===== src/rtl/noc_local_if_pkg.sv =====
// Shared packet layout for the mesh local-port interface: field positions,
// widths and the packed body that travels through the FIFOs.
package noc_local_if_pkg;

  localparam int ID_W      = 4;
  localparam int SEQ_W     = 7;
  localparam int DATA_W    = 32;
  localparam int DROP_W    = 8;
  localparam int PKT_W     = 48;
  localparam int VALID_BIT = 47;
  localparam int BODY_W    = 47;

  localparam int DEST_LSB  = 43;
  localparam int SRC_LSB   = 39;
  localparam int SEQ_LSB   = 32;

  // Everything below the valid bit; valid is implied by FIFO occupancy.
  typedef struct packed {
    logic [ID_W-1:0]   dest;
    logic [ID_W-1:0]   src;
    logic [SEQ_W-1:0]  seq;
    logic [DATA_W-1:0] data;
  } pkt_body_t;

endpackage


===== src/rtl/noc_fifo.sv =====
// Synchronous FIFO with full/empty/count. A push while full is accepted only
// when a pop happens on the same edge.
module noc_fifo #(
  parameter int WIDTH = 47,
  parameter int DEPTH = 4
) (
  input  logic                     clk,
  input  logic                     nreset,
  input  logic                     push,
  input  logic [WIDTH-1:0]         wdata,
  input  logic                     pop,
  output logic [WIDTH-1:0]         rdata,
  output logic                     full,
  output logic                     empty,
  output logic [$clog2(DEPTH):0]   count
);

  localparam int AW = $clog2(DEPTH);
  localparam int CW = AW + 1;

  logic [WIDTH-1:0] mem [DEPTH];
  logic [AW-1:0]    wr_ptr;
  logic [AW-1:0]    rd_ptr;
  logic             wr_en;
  logic             rd_en;

  assign full  = (count == CW'(DEPTH));
  assign empty = (count == '0);
  assign rd_en = pop && !empty;
  assign wr_en = push && (!full || rd_en);
  assign rdata = mem[rd_ptr];

  always_ff @(posedge clk) begin
    if (!nreset) begin
      wr_ptr <= '0;
      rd_ptr <= '0;
      count  <= '0;
    end else begin
      if (wr_en) wr_ptr <= wr_ptr + AW'(1);
      if (rd_en) rd_ptr <= rd_ptr + AW'(1);
      case ({wr_en, rd_en})
        2'b10:   count <= count + CW'(1);
        2'b01:   count <= count - CW'(1);
        default: count <= count;
      endcase
    end
  end

  always_ff @(posedge clk) begin
    if (wr_en) mem[wr_ptr] <= wdata;
  end

endmodule


===== src/rtl/noc_local_if.sv =====
// Core-side network interface for one mesh switch: TX packetizer with a
// registered injection stage, RX ejection queue with drop/misroute tracking.
module noc_local_if
  import noc_local_if_pkg::*;
#(
  parameter int ID           = 0,
  parameter int PACKET_WIDTH = 48,
  parameter int TX_DEPTH     = 4,
  parameter int RX_DEPTH     = 4
) (
  input  logic                    clk,
  input  logic                    nreset,
  input  logic                    tx_valid,
  output logic                    tx_ready,
  input  logic [3:0]              tx_dest,
  input  logic [31:0]             tx_data,
  output logic                    rx_valid,
  input  logic                    rx_ready,
  output logic [3:0]              rx_src,
  output logic [6:0]              rx_seq,
  output logic [31:0]             rx_data,
  output logic [PACKET_WIDTH-1:0] pkt_to_sw,
  input  logic                    busy_in,
  input  logic [PACKET_WIDTH-1:0] pkt_from_sw,
  output logic                    busy_out,
  output logic [7:0]              drop_cnt,
  output logic                    misroute
);

  localparam int TCW = $clog2(TX_DEPTH) + 1;
  localparam int RCW = $clog2(RX_DEPTH) + 1;

  // Handshakes: a core transfer happens at a rising edge where valid && ready;
  // valid never waits on ready, and the offered item holds until it transfers.

  logic [PACKET_WIDTH-1:0] stage_q;
  logic [SEQ_W-1:0]        seq_q;
  logic [DROP_W-1:0]       drop_q;
  logic                    misroute_q;

  pkt_body_t        tx_body;
  logic [BODY_W-1:0] tx_head;
  logic             tx_push;
  logic             tx_pop;
  logic             tx_full;
  logic             tx_empty;
  logic [TCW-1:0]   unused_tx_count;
  logic             stage_load;

  logic [BODY_W-1:0] rx_head;
  logic             rx_in_valid;
  logic             rx_push;
  logic             rx_pop;
  logic             rx_full;
  logic             rx_empty;
  logic [RCW-1:0]   rx_count;
  logic             rx_drop;
  logic [ID_W-1:0]  unused_rx_dest;

  // ---------------- TX path ----------------
  assign tx_ready = nreset && !tx_full;
  assign tx_push  = tx_valid && tx_ready;
  assign tx_body  = '{dest: tx_dest, src: ID_W'(ID), seq: seq_q, data: tx_data};

  // The stage refills whenever it is empty or its packet leaves this edge.
  assign stage_load = !stage_q[VALID_BIT] || !busy_in;
  assign tx_pop     = stage_load && !tx_empty;

  noc_fifo #(.WIDTH(BODY_W), .DEPTH(TX_DEPTH)) u_tx_fifo (
    .clk    (clk),
    .nreset (nreset),
    .push   (tx_push),
    .wdata  (tx_body),
    .pop    (tx_pop),
    .rdata  (tx_head),
    .full   (tx_full),
    .empty  (tx_empty),
    .count  (unused_tx_count)
  );

  always_ff @(posedge clk) begin
    if (!nreset) begin
      stage_q <= '0;
      seq_q   <= '0;
    end else begin
      if (stage_load) stage_q <= tx_empty ? '0 : {1'b1, tx_head};
      if (tx_push)    seq_q   <= seq_q + SEQ_W'(1);
    end
  end

  assign pkt_to_sw = stage_q;

  // ---------------- RX path ----------------
  assign rx_in_valid = nreset && pkt_from_sw[VALID_BIT];
  assign rx_pop      = rx_valid && rx_ready;
  assign rx_push     = rx_in_valid && (!rx_full || rx_pop);
  assign rx_drop     = rx_in_valid && !rx_push;

  noc_fifo #(.WIDTH(BODY_W), .DEPTH(RX_DEPTH)) u_rx_fifo (
    .clk    (clk),
    .nreset (nreset),
    .push   (rx_push),
    .wdata  (pkt_from_sw[BODY_W-1:0]),
    .pop    (rx_pop),
    .rdata  (rx_head),
    .full   (rx_full),
    .empty  (rx_empty),
    .count  (rx_count)
  );

  always_ff @(posedge clk) begin
    if (!nreset) begin
      drop_q     <= '0;
      misroute_q <= 1'b0;
    end else begin
      if (rx_drop && drop_q != {DROP_W{1'b1}}) drop_q <= drop_q + DROP_W'(1);
      if (rx_in_valid && pkt_from_sw[DEST_LSB +: ID_W] != ID_W'(ID)) misroute_q <= 1'b1;
    end
  end

  assign rx_valid       = nreset && !rx_empty;
  assign rx_src         = rx_head[SRC_LSB +: ID_W];
  assign rx_seq         = rx_head[SEQ_LSB +: SEQ_W];
  assign rx_data        = rx_head[DATA_W-1:0];
  assign unused_rx_dest = rx_head[DEST_LSB +: ID_W];

  // Leaves room for the packet the switch may already have launched.
  assign busy_out = nreset && (rx_count >= RCW'(RX_DEPTH - 1));
  assign drop_cnt = drop_q;
  assign misroute = misroute_q;

endmodule

===== config.mk =====
export PLATFORM = sky130hd
export DESIGN_NAME = noc_local_if
export DESIGN_NICKNAME = d
export VERILOG_FILES = /design/src/rtl/noc_local_if_pkg.sv /design/src/rtl/noc_fifo.sv /design/src/rtl/noc_local_if.sv
export SDC_FILE = /design/constraint.sdc
export NUM_CORES = 1
export LEC_CHECK = 0
export CORE_MARGIN = 2
export CORE_UTILIZATION = 59
export DETAILED_ROUTE_END_ITERATION = 10
export PLACE_DENSITY_LB_ADDON = 0.15
export SLEW_MARGIN = 20
export SYNTH_ARGS = -nofsm -noshare
export SYNTH_HDL_FRONTEND = slang
export SYNTH_SLANG_ARGS = --single-unit
export TNS_END_PERCENT = 1

===== constraint.sdc =====
create_clock -name clk -period 7 [get_ports clk]
set_clock_uncertainty 0.1 [all_clocks]
set_input_delay 0.7 -clock clk [delete_from_list [all_inputs] [get_ports clk]]
set_output_delay 0.7 -clock clk [all_outputs]
set_load 0.02 [all_outputs]

Yosys cells after proc, flatten, opt, wreduce, memory -nomap -nowiden:

Memory sizes are Yosys's and may differ from the RTL's. A register that Yosys moved wholly into a read port is not among the register bits.
Cells that the tools add are included.

* flip-flop bits (word level): 78
* memory bits (writable): 360
* input port bits: 89
* output and inout bits: 103
* memories kept: 2

* add/subtract/negate cells: 10
* order comparisons: 1
* eq/ne operators: 7
* multiplexer cells: 11
* reduce and logical (&&, ||, !) cells: 31

Memories
* u_rx_fifo.mem: depth 4, width 47, rd ports 1, clocked after Yosys merged registers in 1, write ports 1, line noc_fifo.sv:21 `logic [WIDTH-1:0] mem [DEPTH];`
* u_tx_fifo.mem: depth 4, width 43, rd ports 1, clocked after Yosys merged registers in 1, write ports 1, line noc_fifo.sv:21

Operators with widths (number)
* two-way mux 48 bit: 1
* logical AND 1 bit: 15
* one-hot mux 3 bit (2 select lines): 2
* adder 2 x 1 -> 2 bit, second input constant: 4
* adder 8 x 1 -> 8 bit, second input constant: 1
* two-way mux 2 bit: 4
* inequality test 8 bit, second input constant: 1
* adder 7 x 1 -> 7 bit, second input constant: 1
* logical NOT 1 bit: 7
* adder 3 x 1 -> 3 bit, second input constant: 2
* == test 3 bit, second input constant: 2
* logical NOT 3 bit: 2
* subtractor 3 x 1 -> 3 bit, second input constant: 2
* == test 2 x 1 -> 1 bit, second input constant: 2
* == test 2 bit, second input constant: 2
* logical OR 1 bit: 4
* two-way mux 1 bit: 4
* nonzero test 2 bit: 2
* nonzero test 4 bit: 1
* >= comparator 3 x 2 -> 1 bit, second input constant: 1

Depth between registers and ports, before layout:

Gate-level depths: netlist of run 1.

* depth in word-level cells: 9
* depth in mapped cells: 10

Hierarchy:

A second synthesis of run 1 with hierarchy kept.

* cell total of the unflattened synthesis: 923
* area, all modules: 17287.8 µm²

Modules (own cells, without submodules)
* noc_fifo (u_rx_fifo): times used 1, cells an instance 312, area each 7345.8 µm²
* noc_fifo (u_tx_fifo): times used 1, cells an instance 305, area each 7332.0 µm²
* noc_local_if: times used 1, cells an instance 306, area each 2610.0 µm²

Worst setup path after synthesis of run 1:

Ideal clock, no wire load.

* path kind: input to register
* from: input port busy_in
* to: register u_tx_fifo.count[2]
* library setup time: 0.071 ns
* arrival: 2.751 ns
* path slack: 4.078 ns
* cell stages on the path: 10
* path buffers: 2
* path through: and2_1 > clkbuf_1 > nor2_1 > buf_2 > ha_1 > inv_1 > fa_1 > xor2_1 > or3_1 > a21oi_1

* cells in the longest elaborated chain, start to end: 8
* elaborated cells between the ends (all ways): 10

RTL lines
* start, declared: line noc_local_if.sv:23 `input logic busy_in,`
* logical NOT 1 bit *: line noc_local_if.sv:66 `assign stage_load = !stage_q[VALID_BIT] || !busy_in;`
* logical OR 1 bit *: line noc_local_if.sv:66
* logical AND 1 bit *: line noc_local_if.sv:67 `assign tx_pop = stage_load && !tx_empty;`
* logical AND 1 bit *: line noc_fifo.sv:29 `assign rd_en = pop && !empty;`
* named net u_tx_fifo.rd_en: line noc_fifo.sv:25 `logic rd_en;`
* logical OR 1 bit: line noc_fifo.sv:30 `assign wr_en = push && (!full || rd_en);`
* logical AND 1 bit: line noc_fifo.sv:30
* == test 2 x 1 -> 1 bit or == test 2 bit (tied branches): line noc_fifo.sv:41 `case ({wr_en, rd_en})`
* one-hot mux 3 bit (2 select lines) or nonzero test 2 bit (tied branches)
* end signal, assigned: line noc_fifo.sv:42 `2'b10: count <= count + CW'(1);`
* end signal, assigned: line noc_fifo.sv:43 `2'b01: count <= count - CW'(1);`
* end signal, assigned: line noc_fifo.sv:44 `default: count <= count;`
* end, declared: line noc_fifo.sv:15 `output logic [$clog2(DEPTH):0] count`

The timed path passes the listed nets; every way through them passes the cells marked *.
A chain may end at the register's enable or synchronous reset.

Final worst setup path of run 1:

* from: input port nreset
* to: output port busy_out

* cells in the longest elaborated chain, start to end: 1

RTL lines
* start, declared: line noc_local_if.sv:12 `input logic nreset,`
* logical AND 1 bit: line noc_local_if.sv:128 `assign busy_out = nreset && (rx_count >= RCW'(RX_DEPTH - 1));`
* end, declared: line noc_local_if.sv:25 `output logic busy_out,`

No other way between the ends.

==> results.txt, run 1 <==
- Counting instances, the worst hold path has a depth of 1.
- Counting distinct cell types in the post-synthesis netlist gives 37.
- For the pin with the worst max-slew slack, the measured transition is 871.7 ps.
* Number of buffers created by CTS: 41
* Clock tree sinks: 422
- Synthesis produced a netlist whose cell count is 787.
* Overall die area: 0.02757 mm²
- The cell that appears most often on the critical path is sky130_fd_sc_hd__clkdlybuf4s50_1.
- Tightest hold margin: 356.5 ps
* Proportion of register bits with asynchronous set or reset after synthesis: 0%
- Antenna-violating nets left: 0
- Cell class contributing the biggest share of worst-path delay: buffers and inverters
- The core region is 0.02591 mm².
* Count of yosys warnings during synthesis: 0
* Clock insertion delay at the later pin of the skew report: 530 ps
- Half-perimeter wire length after detailed placement: 16.44 mm
* Number of buffers added to fix hold violations after cts: 0
- STA classifies the critical path endpoint as an output pin.
* Clock-pin slew reported for the worst setup and hold paths after clock tree synthesis: 60 ps
- Initial standard-cell utilization of the core: 59.79%
* Static leakage: 6.194 nW
* Slowest cell on crit path: sky130_fd_sc_hd__clkdlybuf4s50_1
* CTS tree: yes
* Die X-Extent: 166.0 µm
- The critical path goes through clkdlybuf4s50_1 > inv_2 > buf_4 > nor2_1 > clkdlybuf4s50_1.
- In this run the number of H-tree levels came out at 2.
* Run status: completed
- Primary FF master, synth: sky130_fd_sc_hd__edfxtp_1
- In the routed design, unresolved DRC markers number 0.
- Hold Crit Class: reg2reg
- Maximum buffer depth of the clock tree: 3
- Post-CTS timing repair inserted 0 buffers for setup.
- The initialized floorplan defines 59 standard-cell rows.
* Stage delay of the slowest cell on the critical path: 660 ps
- Number of cells on the worst reg-to-reg path: 9
- Cell area after placement: 0.01772 mm²
- Number of storage elements in the synthesis netlist: 422
* Post-layout minimum cycle time: 3623 ps
- After routing the design area is 0.01905 mm².
- Measured against its own limit, the worst slew margin works out to 41.88%.
* Area added between synthesis and finish: 22.99%
- Syn Area/Cell: 19.69 µm²
* Critical path buffers and inverters: 4
* Final core utilization: 73.54%
* Final Hold Vio Count: 0
- Library cell used as clock root buffer: sky130_fd_sc_hd__clkbuf_16
* Total of endpoints with negative setup slack in the final report: 0
- Counting tap cells, the placed design contains a total of 1282 instances.
* Initial antenna violation count: 2
- Pin count of the biggest net entering global routing: 70
- In this run the critical register-to-register path is launched from u_tx_fifo.count[2]$_SDFFE_PN0P_.
- Routability congestion estimate from global placement: 0.7244
- IR analysis of the VDD net gives a maximum drop of 0.2640 mV.
- Die height: 166.0 µm
- The worst setup path is launched from a primary input.
- During placement, the flow inserted port buffers numbering 187.
* RSZ-0062 raised after global routing: no
- Detailed-routing iteration count for the pre-antenna-repair pass: 5
- Drt initial violations: 684
- Top fanout value on the critical path: 69
* Overall routed net length: 28.69 mm
* GRT Overall Usage: 21.08%
* Post-synthesis instance area: 0.01549 mm²
- Minimum setup slack after placement: 3342 ps
- Worst path arrival time: 2820 ps
- Of the cells placed in the final design, the portion with a size suffix greater than 1 is 17.60%.
* Pwr Total: 6.251 mW
- Data required time at the worst endpoint: 6200 ps
* Final worst path period share: 51.76%
* Slew Viols, Final: 0
- End of the worst register-to-register path: u_tx_fifo.count[2]$_SDFFE_PN0P_
- Dividing total power by cell area gives a power density of 328.1 mW/mm².
- For this design the top-level I/O count stands at 192.
- Final Instance Count excl. Fillers: 1359
- Across all register-to-register paths, the minimum setup slack is 4490 ps.
- After layout, the worst setup slack is 3377 ps.
- Wire length of the first global-routing pass: 44.75 mm
* MaxCap Viol Count: 0
- Min-delay src: u_rx_fifo.rd_ptr[1]$_SDFFE_PN0P_
- The routed layout has 7806 vias.
- After the last flow step, the layout net total stands at 1093.
- After global routing the overflow that remains totals 0.
* Total of cells resized after clock tree synthesis: 0
* Vias in the first global route: 7952
- Share of synthesized area occupied by flip-flops and latches: 76.76%
- Number of synthesized flops with an enable pin: 344
* WS Path Type: in2out
- Setup Total Neg Slack: 0 ps
* Drt via density: 5.744
* WL/cell: 21.11 µm
- Maximum clock rate: 276.0 MHz
## routing by layer
| metal | track usage [%] | routed length, µm |
|---|---|---|
| met3 | 4.409 | 1824 |
| met2 | 35.05 | 14610 |
| met1 | 28.55 | 11610 |
| met5 | 0 | 8 |
| met4 | 6.578 | 630 |
## area by class of cell
class,count,area [µm²]
flip-flops and latches,422,11900
fillers,1512,6857
multi-input cells,307,3364
repair buffers,201,1977
clock buffers,59,1196
well taps,335,419.2
clock inverters,17,135.1
inverters,17,63.81
diodes,1,2.502
## cells in the mapped netlist, types with 11 or more instances
library cell               instances  area [µm²]
sky130_fd_sc_hd__a21oi_1          13       65.06
sky130_fd_sc_hd__a22oi_1          43       322.8
sky130_fd_sc_hd__and2_1           11       68.82
sky130_fd_sc_hd__buf_2            13       65.06
sky130_fd_sc_hd__clkbuf_1         23       86.33
sky130_fd_sc_hd__dfxtp_1          78        1562
sky130_fd_sc_hd__edfxtp_1        344       10330
sky130_fd_sc_hd__ha_1             12       150.1
sky130_fd_sc_hd__inv_1            16       60.06
sky130_fd_sc_hd__mux4_2           86        1937
sky130_fd_sc_hd__nand2_1          16       60.06
sky130_fd_sc_hd__nor2_1           62       232.7
## state kept, by name (all words and copies together) (netlist names), named ones only
| register | count |
|---|---|
| u_tx_fifo.rd_ptr | 2 |
| drop_cnt | 8 |
| u_tx_fifo.wr_ptr | 2 |
| u_rx_fifo.rd_ptr | 2 |
| u_rx_fifo.count | 3 |
| seq_q | 7 |
| u_tx_fifo.count | 3 |
| u_tx_fifo.mem | 172 |
| u_rx_fifo.mem | 172 |
| u_rx_fifo.wr_ptr | 2 |
| misroute | 1 |
| pkt_to_sw | 44 |
## where the power goes
group	switching (mW)	leakage, nW	internal (mW)
clock network	0.865	0.657	1.26
registers	0.0936	3.77	2.90
logic	0.607	1.77	0.526
## logic make-up (layout without fill, tap and decap cells)
group / after synthesis / count (layout) / share of synthesized area, %
DFF: 422 / 422 / 76.76
and+or+nand+nor: 114 / 114 / 3.481
muxes: 93 / 93 / 12.95
AOI/OAI and AO/OA: 71 / 71 / 3.206
buffers and inverters: 61 / 294 / 1.728
adders and majority gates: 14 / 14 / 1.228
xor gates and xnor gates: 11 / 11 / 0.6219
other: 1 / 5 / 0.02421
## worst reg2reg max path, stage by stage, from the launching register on
cell and delay (ps):
sky130_fd_sc_hd__dfxtp_1 400, sky130_fd_sc_hd__inv_1 60, sky130_fd_sc_hd__o311a_1 490, sky130_fd_sc_hd__inv_1 160, sky130_fd_sc_hd__ha_1 200, sky130_fd_sc_hd__inv_1 60
sky130_fd_sc_hd__fa_1 370, sky130_fd_sc_hd__xor2_1 160, sky130_fd_sc_hd__or3_1 310, sky130_fd_sc_hd__a21oi_1 140
## how the worst max path moves through the flow
stage / cells past startpoint / slack, ps / from / endpoint
2_1_floorplan: 10 / 4080 / busy_in / u_tx_fifo.count[2]$_SDFFE_PN0P_
3_3_place_gp: 5 / 3360 / nreset / busy_out
3_5_place_dp: 5 / 3340 / nreset / busy_out
4_1_cts: 5 / 3340 / nreset / busy_out
5_1_grt: 5 / 3180 / nreset / busy_out
6_report: 5 / 3380 / nreset / busy_out
## placed cells by master (no fill, tap or decap), types with 13 or more instances in the layout
cell type and instances:
sky130_fd_sc_hd__buf_4 14, sky130_fd_sc_hd__nor2_1 61, sky130_fd_sc_hd__clkbuf_16 43, sky130_fd_sc_hd__a21oi_1 13, sky130_fd_sc_hd__inv_1 16, sky130_fd_sc_hd__dfxtp_1 74
sky130_fd_sc_hd__mux4_2 86, sky130_fd_sc_hd__a22oi_1 43, sky130_fd_sc_hd__edfxtp_1 344, sky130_fd_sc_hd__nand2_1 16, sky130_fd_sc_hd__clkdlybuf4s50_1 187
Note: power is estimated with default switching activity, not from simulation.
==> run 2, diff against run 1 <==
--- a/config.mk
+++ b/config.mk
@@ -6,7 +6,7 @@
 export NUM_CORES = 1
 export LEC_CHECK = 0
 export CORE_MARGIN = 2
-export CORE_UTILIZATION = 59
+export CORE_UTILIZATION = 50
 export DETAILED_ROUTE_END_ITERATION = 10
 export PLACE_DENSITY_LB_ADDON = 0.15
 export SLEW_MARGIN = 20
==> constraint.sdc (replaced) <==
create_clock -name clk -period 3.16 [get_ports clk]
set_clock_uncertainty 0.1 [all_clocks]
set_input_delay 0.316 -clock clk [delete_from_list [all_inputs] [get_ports clk]]
set_output_delay 0.316 -clock clk [all_outputs]
set_load 0.02 [all_outputs]
==> run 2 against run 1 <==
Net effect: clock-buffer cell count grew 2; routed wire length grew 1.7%; final cell count grew 5.2%; design area grew 1.1%; flip-flop and latch count is the same; critical path depth shrank 2; register-to-register slack lost 3800 ps; clock power grew 120%; via count shrank 0.42%; sequential share of layout area shrank 0.66 points; global-route usage shrank 3.0 points; largest cell class unchanged; highest routed layer unchanged.
==> results.txt, run 2 (synthesized netlist as in run 1, its figures left out) <==
* Post-layout minimum cycle time: 2975 ps
* Clock tree sinks: 422 (unchanged)
* Routability congestion estimate from global placement: 0.7299 (+0.76%)
* RSZ-0062 raised after global routing: no
* Maximum clock rate: 336.1 MHz
- The slew at the pin closest to its max-slew limit came to 657.4 ps (-214.3 ps).
- Static leakage: 6.246 nW (+0.84%)
- Final worst path period share: 94.15%
- By startpoint and endpoint, the worst setup path is classified as reg2out.
* Drt via density: 5.436 (-5.4%)
* Most used cells in the layout excluding fill and tap cells: sky130_fd_sc_hd__edfxtp_1, sky130_fd_sc_hd__clkdlybuf4s50_1, sky130_fd_sc_hd__mux4_2, sky130_fd_sc_hd__dfxtp_1, sky130_fd_sc_hd__nor2_1
- The share of cells above drive strength 1 is 18.39% (+0.80 points).
- Total area of sequential cells: 0.01190 mm² (about the same)
- The HPWL after detailed placement is 17.67 mm (+7.5%).
* Antenna-violating nets left: 0 (unchanged)
* Run status: completed
- The die height is 180.0 µm (+8.4%).
- The average wire per standard cell is 20.41 µm (-3.3%).
- The full die area is 0.03241 mm² (+18%).
* GRT Overall Usage: 18.12% (-3.0 points)
- The post-cts gate resize count was 0 (unchanged).
- Count of port buffers added during placement: 187 (unchanged)
* Worst rel slew slack: 56.17% (+14 points)
* DRC violations left: 0 (unchanged)
* Critical Path End Type: output pin
* Post-CTS Repair Setup Buffers: 0 (unchanged)
- The power density relative to cell area came to 714.4 mW/mm² (+120%).
* Commonest non-fill, non-tap cell in the layout: sky130_fd_sc_hd__edfxtp_1
- The number of antenna violations at the first check in global routing is 2 (unchanged).
* Top fanout value on the critical path: 24 (-65%)
- The data required time of the critical path was 2740 ps (-3460 ps).
* Global route overflow: 0 (unchanged)
* Final core utilization: 62.98% (-11 points)
- Detailed-routing iteration count for the pre-antenna-repair pass: 7 (+2)
- The number of hold-repair buffers added at the cts stage came to 0 (unchanged).
* Wire length of the first global-routing pass: 45.49 mm (+1.7%)
* Drt initial violations: 452 (-34%)
* Tightest hold margin: 267.7 ps (-88.86 ps)
* CTS tree: yes
- The post-route standard cell area excluding fillers was 0.01927 mm² (+1.1%).
- Clock insertion delay at the later pin of the skew report: 530 ps (about the same)
- The critical path arrival came to 2560 ps (-260 ps).
- Area added between synthesis and finish: 24.36%
* Routed via count: 7773 (-0.42%)
* Vias in the first global route: 8032 (+1.0%)
- Initial standard-cell utilization of the core: 50.65% (-9.1 points)
* Total area of multi-input combinational cells: 0.003363 mm² (about the same)
- The core box area was 0.03059 mm² (+18%).
* # IOs: 192 (unchanged)
* Type of element launching the critical path: flop
- Library cell used as clock root buffer: sky130_fd_sc_hd__clkbuf_16
- The detailed-route wire length was 29.18 mm (+1.7%).
- Pin count of the biggest net entering global routing: 49 (-30%)
- The depth of the CTS H-tree is 2 (unchanged).
- The total power of the final layout is 13.76 mW (+120%).
- The final-layout setup total negative slack came to 0 ps (unchanged).
- Die X-Extent: 180.0 µm (+8.4%)
- The TritonCTS buffer count came to 43 (+4.9%).
- Nets: 1103 (+0.91%)
- Total of endpoints with negative setup slack in the final report: 0 (unchanged)
- The CTS clock-pin slew for the worst setup and hold paths was 60 ps (about the same).
* Slew Viols, Final: 0 (unchanged)
- The placed standard-cell area came to 0.01797 mm² (+1.4%).
- The min-delay analysis places its worst path in the category in2reg.
- The max capacitance violation total is 0 (unchanged).
* Fill cell instance count of the final layout: 2147 (+42%)
* Largest vdd supply drop: 0.5004 mV (+90%)
* Row cnt: 64 (+8.5%)
- The largest buffer count on any clock path is 3 (unchanged).
* Final Hold Vio Count: 0 (unchanged)
==> run 2: cell count changes in the layout (fill, tap and decap cells not counted), moves of 2 or more <==
cell	previous run	this run
sky130_fd_sc_hd__dfxtp_4	0	2
sky130_fd_sc_hd__dfxtp_2	4	2
sky130_fd_sc_hd__clkbuf_1	10	13
sky130_fd_sc_hd__bufinv_16	2	0
sky130_fd_sc_hd__clkinv_1	5	2
sky130_fd_sc_hd__inv_6	1	3
sky130_fd_sc_hd__clkinv_2	8	11
sky130_fd_sc_hd__buf_12	0	9
==> run 2: critical path: stages, from the launching register on <==
cell and delay (ps):
sky130_fd_sc_hd__dfxtp_4 670, sky130_fd_sc_hd__buf_4 290, sky130_fd_sc_hd__mux4_2 510, sky130_fd_sc_hd__clkdlybuf4s50_1 550
==> run 2: per-stage QoR <==
stage,std cells,setup slack (ps)
floorplan,790,518.8
global placement,1351,359.6
detailed placement,1351,326.7
CTS,1429,84.74
global route,1430,23.25
finish,1430,184.9
==> run 2: final timing paths <==
| check | cells after the start | startpoint | slack [ps] | endpoint |
|---|---|---|---|---|
| setup reg to reg | 9 | u_rx_fifo.count[0]$_SDFFE_PN0P_ | 650 | u_rx_fifo.count[2]$_SDFFE_PN0P_ |
| hold reg to reg | 1 | u_rx_fifo.rd_ptr[1]$_SDFFE_PN0P_ | 370 | flop |
| setup / recovery | 3 | flop | 180 | rx_seq[6] |
| hold / removal | 3 | busy_in | 270 | pkt_to_sw[47]$_SDFFE_PN0N_ |
==> run 2: cell type report <==
class	instances	area share, %
clock inverter	17	0.5001
multi-input combinational	307	17.46
sequential	422	61.77
tap	396	2.572
antenna	1	0.01299
timing repair buffer	209	11.16
clock buffer	61	6.196
inverter	17	0.3312
==> run 2: layer usage <==
metal | vias to the layer above | track usage (%) | wire, µm
met5 | - | 0 | 13
met4 | 2 | 4.871 | 537
met3 | 47 | 3.618 | 1777
met2 | 220 | 30.21 | 14300
met1 | 3927 | 24.71 | 12560
li1 | 3577 | - | -
==> run 2: power by group <==
group	total (mW)	internal (mW)	switching, mW
clock	4.59	2.64	1.95
sequential	6.73	6.42	0.308
combinational	2.45	1.22	1.23
==> run 3, diff against run 2 <==
--- a/config.mk
+++ b/config.mk
@@ -5,11 +5,10 @@
 export SDC_FILE = /design/constraint.sdc
 export NUM_CORES = 1
 export LEC_CHECK = 0
-export CORE_MARGIN = 2
+export CORE_MARGIN = 10
 export CORE_UTILIZATION = 50
 export DETAILED_ROUTE_END_ITERATION = 10
 export PLACE_DENSITY_LB_ADDON = 0.15
-export SLEW_MARGIN = 20
 export SYNTH_ARGS = -nofsm -noshare
 export SYNTH_HDL_FRONTEND = slang
 export SYNTH_SLANG_ARGS = --single-unit
==> run 3 against run 2 <==
Net effect: first-iteration DRC count increased by 9.5%; register-to-register slack better by 40 ps; critical path depth did not move; clock-buffer cell count shrank 1; routed wire length grew 5.5%; design area rose by 0.13%; die area grew 19%; critical path type unchanged; critical endpoint is now rx_data[24]; largest power group unchanged.
==> results.txt, run 3 (synthesized netlist as in run 1, its figures left out) <==
- Run status: completed
- Fraction of final layout cells sized beyond drive strength 1: 17.94% (-0.46 points)
- Maximum clock rate: 360.2 MHz (+7.2%)
- The clock latency on the worst-skew pair is 530 ps (about the same).
- MaxCap Viol Count: 0 (unchanged)
- Worst Tran Pin Value: 647.1 ps (-10.31 ps)
- Worst path arrival time: 2360 ps (-200 ps)
* Post-CTS Repair Setup Buffers: 0 (unchanged)
* Inserted Diodes: 0 (-1)
- In this run the critical register-to-register path is launched from u_rx_fifo.count[0]$_SDFFE_PN0P_.
- The initial standard-cell utilization of the core was 50.65% (unchanged).
- The period utilization came to 87.85% (-6.3 points).
- Setup Total Neg Slack: 0 ps (unchanged)
- Maximum buffer depth of the clock tree: 3 (unchanged)
- Post-layout minimum cycle time: 2776 ps (-198.9 ps)
- The TritonCTS sink count is 422 (unchanged).
- The iteration count of the initial detailed-routing pass came to 5 (-2).
- Min-delay src: busy_in
- Drt via density: 5.440 (about the same)
- Commonest non-fill, non-tap cell in the layout: sky130_fd_sc_hd__edfxtp_1
* Static leakage: 6.262 nW (+0.25%)
* Pin count of the biggest net entering global routing: 45 (-8.2%)
- The sum of overflow across all layers after global routing was 0 (unchanged).
* Clock-pin slew reported for the worst setup and hold paths after clock tree synthesis: 60 ps (about the same)
- The number of nets in the final layout came to 1106 (+0.27%).
* Die height: 196.0 µm (+8.9%)
* Number of buffers created by CTS: 43 (unchanged)
- Cell area after layout: 0.01929 mm² (+0.13%)
- The total number of placement rows came to 64 (unchanged).
- The quantity of I/O buffers inserted on ports came to 187 (unchanged).
* Vias in the first global route: 8189 (+2.0%)
- The full die area was 0.03843 mm² (+19%).
- Tightest hold margin: 318.8 ps (+51.19 ps)
* # IOs: 192 (unchanged)
* Number of cells on the worst reg-to-reg path: 9 (unchanged)
- STA classifies the critical path endpoint as an output pin.
- RSZ-0062 raised after global routing: no
* DRC violations left: 0 (unchanged)
- Total of cells resized after clock tree synthesis: 0 (unchanged)
* Largest vdd supply drop: 0.4809 mV (-3.9%)
- Hold Path Stages: 3 (unchanged)
* Die X-Extent: 196.0 µm (+8.9%)
- The count of vias placed by the detailed router came to 7796 (+0.30%).
* Most used cells in the layout excluding fill and tap cells: sky130_fd_sc_hd__edfxtp_1, sky130_fd_sc_hd__clkdlybuf4s50_1, sky130_fd_sc_hd__mux4_2, sky130_fd_sc_hd__dfxtp_1, sky130_fd_sc_hd__nor2_1
- The worst setup path is launched from a flop.
- The final-report setup violation count was 0 (unchanged).
- Drt initial violations: 495 (+9.5%)
- The largest driver fanout on the critical path was 43 (+79%).
* Pwr Total: 13.96 mW (+1.4%)
- The worst setup path is of the reg2out kind.
* GRT Overall Usage: 15.86% (-2.3 points)
- The HPWL after detailed placement came to 19.25 mm (+8.9%).
- Initial antenna violation count: 1 (-1)
* Worst rel slew slack: 56.86% (+0.69 points)
* Slew Viols, Final: 0 (unchanged)
- CTS tree: yes
- Wire length of the first global-routing pass: 48.18 mm (+5.9%)
- Hold Crit Class: in2reg
- Data required time at the worst endpoint: 2740 ps (about the same)
* Routability congestion estimate from global placement: 0.7249 (-0.69%)
* Overall routed net length: 30.79 mm (+5.5%)
- The number of endpoints with negative hold slack in the final report is 0 (unchanged).
- The number of hold-repair buffers added at the cts stage is 0 (unchanged).
- Relative to the synthesized area, the layout overhead comes to 24.52%.
- The depth of the CTS H-tree was 2 (unchanged).
- The number of routed nets with antenna violations was 0 (unchanged).
- The register-to-register setup slack came to 690 ps (+40 ps).
* Library cell used as clock root buffer: sky130_fd_sc_hd__clkbuf_16
- Worst min-delay path endpoint: pkt_to_sw[47]$_SDFFE_PN0N_
* PD cells: 723.8 mW/mm² (+1.3%)
- Cell area after placement: 0.01796 mm² (about the same)
- Core region area: 0.03059 mm² (unchanged)
- The average wire per standard cell came to 21.49 µm (+5.3%).
- In this run the critical register-to-register path is captured at u_rx_fifo.count[2]$_SDFFE_PN0P_.
-- run 3: report_power, final --
part	leakage, nW	total, mW	switching, mW	internal, mW
registers	3.77	6.70	0.277	6.42
clock network	0.650	4.74	1.94	2.80
logic	1.84	2.52	1.30	1.22
-- run 3: worst max path at each step --
stage / to / depth (start not counted) / from / slack, ps
after floorplan: u_tx_fifo.count[2]$_SDFFE_PN0P_ / 10 / pkt_to_sw[47]$_SDFFE_PN0N_ / 520
after global placement: u_rx_fifo.count[2]$_SDFFE_PN0P_ / 10 / rx_ready / 380
after detailed placement: u_rx_fifo.count[2]$_SDFFE_PN0P_ / 10 / rx_ready / 350
after CTS: rx_data[24] / 3 / flop / 330
after global routing: rx_data[7] / 3 / flop / 270
final: rx_data[24] / 3 / flop / 380
-- run 3: worst max-delay path, cell delays in order (launching register included) --
cell                              delay, ps
sky130_fd_sc_hd__dfxtp_2                340
sky130_fd_sc_hd__buf_12                 310
sky130_fd_sc_hd__mux4_2                 590
sky130_fd_sc_hd__clkdlybuf4s50_1        560
-- run 3: layout make-up --
| cell class | instances | area, µm² |
|---|---|---|
| flip-flops and latches | 422 | 11900 |
| fillers | 2164 | 11300 |
| multi-input cells | 307 | 3363 |
| repair buffers | 212 | 2135 |
| clock buffers | 60 | 1192 |
| well taps | 396 | 495.5 |
| clock inverters | 19 | 142.6 |
| inverters | 17 | 63.81 |
-- run 3: metal layers --
metal	GRT usage [%]	vias to the layer above	part of all wire [%]
met2	26.16	200	50
met5	0	-	0.042
met4	3.931	2	1.8
li1	-	3569	-
met1	20.63	3982	42
met3	4.092	43	6.3
-- run 3: through the flow --
step	utilization [%]	setup WS, ps	instances
after floorplan	-	518.8	790
after global placement	58.70	381.3	1354
after detailed placement	58.70	350.9	1354
after CTS	63.06	325.5	1433
after global routing	63.06	271.7	1433
final	63.06	383.8	1433
